File: src/rtl/timer_dev.sv
// timer_dev -- 32-bit programmable down-counter with interrupt.
//
// Register map (word offset on addr):
//   0 CTRL   : [0] Enable, [2:1] Mode (01 = auto-reload, others = one-shot),
//              [3] IM (interrupt mask). Reads back as {28'b0, CTRL[3:0]}.
//   1 PRESET : 32-bit reload value, read/write.
//   2 COUNT  : current count, read-only.
//   3 -      : reserved, reads 0, writes ignored.
//
// Ports:
//   clk   - clock, all state changes on rising edge
//   reset - asynchronous active-high reset
//   addr  - register word offset
//   we    - write enable, sampled on rising clk
//   din   - write data
//   dout  - combinational read data
//   irq   - interrupt request (irq_flag & IM)
module timer_dev (
  input  logic        clk,
  input  logic        reset,
  input  logic [1:0]  addr,
  input  logic        we,
  input  logic [31:0] din,
  output logic [31:0] dout,
  output logic        irq
);

  typedef enum logic [1:0] {
    IDLE = 2'd0,
    LOAD = 2'd1,
    CNT  = 2'd2,
    INT  = 2'd3
  } state_e;

  state_e      state_q;
  logic [3:0]  ctrl_q;
  logic [31:0] preset_q;
  logic [31:0] count_q;
  logic        irq_flag_q;

  logic en, im, mode1;
  logic wr_ctrl, wr_preset;

  assign en        = ctrl_q[0];
  assign im        = ctrl_q[3];
  assign mode1     = (ctrl_q[2:1] == 2'b01);
  assign wr_ctrl   = we && (addr == 2'd0);
  assign wr_preset = we && (addr == 2'd1);

  always_ff @(posedge clk or posedge reset) begin
    if (reset) begin
      state_q    <= IDLE;
      ctrl_q     <= 4'h0;
      preset_q   <= 32'h0;
      count_q    <= 32'h0;
      irq_flag_q <= 1'b0;
    end else begin
      case (state_q)
        IDLE: begin
          if (en) state_q <= LOAD;
        end
        LOAD: begin
          count_q <= preset_q;
          state_q <= CNT;
        end
        CNT: begin
          if (!en) begin
            state_q <= IDLE;
          end else if (count_q > 32'd1) begin
            count_q <= count_q - 32'd1;
          end else begin
            // PRESET of 0 or 1 both land here after a single CNT cycle.
            count_q    <= 32'h0;
            irq_flag_q <= 1'b1;
            state_q    <= INT;
          end
        end
        INT: begin
          if (mode1) begin
            // Auto-reload: flag drops on this edge, giving a 1-cycle pulse.
            irq_flag_q <= 1'b0;
            state_q    <= LOAD;
          end else begin
            ctrl_q[0] <= 1'b0;
            state_q   <= IDLE;
          end
        end
        default: state_q <= IDLE;
      endcase

      // CPU writes come last so they override the hardware Enable clear and
      // acknowledge any pending interrupt on the same edge.
      if (wr_ctrl) begin
        ctrl_q     <= din[3:0];
        irq_flag_q <= 1'b0;
      end
      if (wr_preset) begin
        preset_q   <= din;
        irq_flag_q <= 1'b0;
      end
    end
  end

  always_comb begin
    dout = 32'h0;
    case (addr)
      2'd0:    dout = {28'h0, ctrl_q};
      2'd1:    dout = preset_q;
      2'd2:    dout = count_q;
      default: dout = 32'h0;
    endcase
  end

  assign irq = irq_flag_q & im;

endmodule

File: config.mk
export PLATFORM = sky130hd
export DESIGN_NAME = timer_dev
export DESIGN_NICKNAME = d
export VERILOG_FILES = /design/src/rtl/timer_dev.sv
export SDC_FILE = /design/constraint.sdc
export NUM_CORES = 1
export LEC_CHECK = 0
export ABC_AREA = 0
export BUFFER_PORTS_ARGS = -buffer_cell sky130_fd_sc_hd__buf_2
export CORE_MARGIN = 5
export CORE_UTILIZATION = 40
export CTS_BUF_LIST = sky130_fd_sc_hd__clkbuf_2
export DETAILED_ROUTE_END_ITERATION = 7
export GPL_TIMING_DRIVEN = 0
export REMOVE_ABC_BUFFERS = 1
export SYNTH_ARGS = -nofsm -noshare
export SYNTH_HDL_FRONTEND = slang
export SYNTH_SLANG_ARGS = --single-unit
File: constraint.sdc
create_clock -name clk -period 3.4 [get_ports clk]
set_input_delay 0.17 -clock clk [delete_from_list [all_inputs] [get_ports clk]]
set_output_delay 0.17 -clock clk [all_outputs]
set_load 0.05 [all_outputs]
# After elaboration in Yosys (flattened, before gate mapping)
# Cells that the tools add are included.
# word_totals
register_bits	71
input_bits	37
word_cells	51
# classes
add_sub_neg	1
order_cmp	1
n_eq_ne	13
mux	18
bitwise	1
n_reduce_logical	11
# ops
op	n
32-bit case mux with 3 select lines	1
32-bit 2-to-1 mux	2
32-bit case mux with 2 select lines	1
32-bit by 1-bit > comparator with 1-bit output (second input constant)	1
32-bit by 1-bit subtractor with 32-bit output (second input constant)	1
4-bit inequality test (second input constant)	3
1-bit 2-to-1 mux	9
2-bit case mux with 4 select lines	1
2-bit by 1-bit == test with 1-bit output (second input constant)	3
2-bit == test (second input constant)	3
2-bit 2-to-1 mux	3
2-bit AND reduction	3
2-bit logical NOT	2
2-bit inequality test (second input constant)	2
4-bit AND reduction	1
2-bit nonzero test	2
4-bit nonzero test	1
3-bit inequality test (second input constant)	1
1-bit logical AND	2
2-bit by 1-bit inequality test with 1-bit output (second input constant)	1
1-bit case mux with 2 select lines	1
1-bit bitwise AND	1

# Longest topological paths before layout
# depth
depth_word	6
depth_mapped	8

# Worst setup path before layout
# OpenSTA, ideal clock, no wires.
# synth_timing
path_type	reg2reg
start	reg count_q[12]
end	reg count_q[20]
setup_time_ps	69
t_arrival_ps	2478
required_ps	3331
setup_slack_ps	852
stages_incl_launch_ff	6
path_buffers	0
cell_sequence	dfrtp_1 -> or4_4 -> or4_4 -> or4_1 -> or4_1 -> nand3_1
# synth_via
elab_chain_cells	4
word_cells_on_any_way	5
# synth_rtl
item	line	text
from (decl)	38	logic [31:0] count_q;
from (signal assigned)	63	count_q <= preset_q;
from (signal assigned)	70	count_q <= count_q - 32'd1;
32-bit by 1-bit subtractor with 32-bit output or 32-bit by 1-bit > comparator with 1-bit output (tied branches)	70, 69	
32-bit 2-to-1 mux (*)	69	end else if (count_q > 32'd1) begin
32-bit 2-to-1 mux (*)	67	if (!en) begin
32-bit case mux with 2 select lines (*)	58	case (state_q)
# Mark *: on every way between the ends. The rest lies on a longest branch, timed or not. The select of a mux whose other input is x is not followed.
# A chain may end at the register's enable or synchronous reset.

# Worst setup path after layout
# layout_timing
start	reg state_q[0]
end	reg count_q[9]
# layout_via
elab_chain_cells	3
word_cells_on_any_way	6
# layout_rtl
item	line	text
from (decl)	35	state_e state_q;
from (signal assigned)	52	state_q <= IDLE;
from (signal assigned)	60	if (en) state_q <= LOAD;
from (signal assigned)	64	state_q <= CNT;
2-bit == test or 2-bit by 1-bit == test with 1-bit output (tied branches)	58	
2-bit inequality test (no line) or 2-bit nonzero test (tied branches)	-	
2-bit AND reduction (no line)	-	
# Several ways; a longest one is shown, not always the timed one.

==> summary.md <==
| Metric | Value |
|---|---|
| All-layer global routing usage | 0.193 |
| Crit path time final | 3.10 ns |
| First-pass GRT wire length | 19.6 mm |
| DP HPWL | 7.71 mm |
| Share of layout cells above drive strength 1 | 0.283 |
| EDFF count, synth | 0 |
| CP startpoint kind | flip-flop |
| CTS Sinks | 71 |
| CTS tree | yes |
| Normalized max-slew margin | 0.355 |
| Count of different cell masters after synthesis | 50 |
| Hold Crit Class | input pin to flip-flop |
| Status | finished, final reports clean |
| Core area | 0.00986 mm2 |
| FILL cells | 955 |
| Largest cells by area after synthesis | dfrtp_1 (44%), mux2_2 (9.7%), a22o_1 (6.5%), clkbuf_1 (2.8%), nand2_1 (2.7%) |
| H-tree depth | 3 |
| Pre-CTS setup slack | -0.733 ns |
| Area growth from synthesis to layout | 23.8% |
| Die Wd | 111 um |
| Met1 layer usage reported by global route | 0.268 |
| Busiest grt layer | met2 |
| Die Area | 0.0123 mm2 |
| Worst stage delay on the critical path | 0.75 ns |
| Clock-pin slew on the worst setup and hold paths | 0.20 ns |
| Largest net degree at the start of global routing | 53 |
| Antenna-violating nets left | 0 |
| Most common cell after layout, fill and taps aside | dfrtp_1 |
| TritonCTS Buffers | 9 |
| WL final | 11.8 mm |
| Longest Clk Path Bufs | 2 |
| Final Hold Viols | 0 |
| Ys Warns | 0 |
| Cell Pwr Density | 698 mW/mm2 |
| Pwr Total | 0.00352 W |
| Initial antenna violation count | 0 |
| DR pass1 iterations | 5 |
| Crit Path Category | flip-flop to flip-flop |
| Internal power | 0.00184 W |
| Crit-path max FO | 41 |
| Met2 Use GR | 0.312 |
| Asr flop ratio synth | 1.00 |
| Die H | 111 um |
| Power share of the clock group | 0.111 |
| Worst-Skew Late Latency | 0.50 ns |
| #FFs+latches synth | 71 |
| FMAX | 0.322 GHz |
| DRC Markers | 0 |
| Worst vdd ir | 0.317 mV |
| Site row count | 36 |
| Port bufs | 69 |
| Pleak | 2.16 nW |
| Non-Filler Instances | 638 |
| Cell Chain, Critical Path | nor2b_2 > buf_8 > nor2_4 > inv_1 > and3_1 > a21oi_1 > o311ai_0 |
| Top Ports | 70 |
| Met3 Use GR | 0.0322 |
| Max-slew violations | 0 |
| Fin nets | 540 |
| Psw | 0.00168 W |
| Endpoints failing setup | 0 |
| Critical Path RT | 3.76 ns |
| Syn_area_per_cell | 9.91 um2 |
| Via count | 3,807 |
| Post-Syn Area | 0.00407 mm2 |
| Initial Util | 0.413 |
| Flop pwr share | 0.419 |
| Vias per std cell | 5.97 |
| Period utilisation layout | 0.913 |
| CTS root buffer | clkbuf_2 |
| Total congestion overflow | 0 |
| Synth top area share | 0.436 |
| Cell taking the most area after synthesis | dfrtp_1 |
| Critical path arrival | 3.46 ns |
| WL/cell | 18.5 um |
| Most common flop cell mapped by yosys | dfrtp_1 |
| Diodes inserted | 0 |
| Final WS setup | 0.295 ns |
| Setup repair after global routing missed its margin | false |
| Clock skew | 0.0344 ns |
| Combinational share of power | 0.470 |
| Vias in the first global route | 3,767 |
| Worst-margin pin slew | 0.965 ns |
| Setup crit end kind | flip-flop |
| Sequential area share after synthesis | 0.436 |
| Final Wtd Congestion | 0.800 |
| Max_cap viols | 0 |
| Iteration-0 DRC Markers | 205 |
| Cells after Synth | 411 |
| Leading cell types in the layout, fill and taps excluded | dfrtp_1 (71), buf_2 (69), mux2_2 (35) |
| Placed Instances | 584 |
| Crit path max-delay cell type | nor2_4 |
| Sw Ratio | 0.476 |
==> kinds of logic after synthesis <==
family | after synthesis | share of synthesized area
adder cells (fa/ha/maj) | 2 | 0.00614
flip-flops | 71 | 0.436
buffers and inverters | 45 | 0.0418
multiplexers | 40 | 0.109
AO/OA/AOI/OAI | 114 | 0.213
AND/OR/NAND/NOR | 139 | 0.194
==> synth_stat cells, types with 3 or more instances <==
master     number
nand2_1        29
mux2i_1         5
clkbuf_1       30
or2_2           3
a32oi_1         5
mux2_2         35
o2111ai_1       4
o31ai_1         3
dfrtp_1        71
or3_1           9
nor2_1         10
o21ai_0        13
nor4_1          5
nand4_1        16
nor2b_1         9
a31oi_1         7
inv_1          11
a22o_1         30
a22oi_1        11
buf_1           3
o221ai_1        3
a21oi_1         8
nor3_1         14
nand3_1        11
or4_1           9
and3_1          7
o31a_1          5
nand2b_1        3
and2_1          3
o211ai_1       12
==> flip-flops by register name, summed over array words and instances, names as in the netlist <==
register	cells
state_q	2
irq_flag_q	1
ctrl_q	4
count_q	32
preset_q	32
==> critical path: cells and delay by family, from the launching register on <==
family | cells | cell delay [ns]
AOI/OAI and AO/OA | 2 | 0.22
and+or+nand+nor | 3 | 1.46
buffers and inverters | 2 | 0.69
DFF | 1 | 0.62
==> repair_timing <==
| item | 4_1_cts | 5_1_grt |
|---|---|---|
| hold endpoints to repair | 108 | 0 |
| setup endpoints to repair | 29 | 0 |
| gates resized for setup | 2 | 0 |
| hold buffers | 34 | 0 |
| buffers inserted | 5 | 0 |
==> final timing paths <==
kind	startpoint	cells after the start	slack (ns)	end
setup / recovery	state_q[0]	7	0.30	count_q[9]
hold / removal	addr[1]	3	0.08	irq_flag_q
setup reg to reg	state_q[0]	7	0.30	count_q[9]
hold reg to reg	preset_q[30]	1	0.56	preset_q[30]
max in group asynchronous	reset	4	2.68	preset_q[30]
min in group asynchronous	reset	3	0.14	preset_q[22]
==> layout make-up <==
class / count / area (um2) / area share
inverters: 11 / 43.8 / 0.00869
flip-flops and latches: 71 / 1780 / 0.352
clock buffers: 12 / 60.1 / 0.0119
well taps: 133 / 166 / 0.0330
clock inverters: 3 / 11.3 / 0.00223
repair buffers: 113 / 823 / 0.163
multi-input cells: 295 / 2160 / 0.428
==> power groups by stage <==
stage	clock network, W	logic [W]	registers (W)
6_report	0.000390	0.00166	0.00148
5_1_grt	0.000427	0.00180	0.00152
4_1_cts	0.000395	0.00165	0.00147
3_5_place_dp	0	0.00161	0.00149
3_3_place_gp	0	0.00153	0.00147
2_1_floorplan	0	0.00121	0.00136
==> metal layers <==
layer / up-vias / wire [um]
met5: - / 0
met4: 0 / 143
met3: 14 / 737
met2: 145 / 5570
met1: 1860 / 5370
li1: 1788 / -
==> per-stage QoR <==
stage	instance area (um2)	setup TNS, ns	hold slack (ns)	utilization
finish	5040	0	0.0798	0.511
global route	5040	0	0.0782	0.511
CTS	5040	0	0.0423	0.511
detailed placement	4580	-12.69	0.149	0.464
global placement	4460	-77.64	0.394	0.452
floorplan	3940	0	0.287	-
Power figures use the tool's default switching activity.
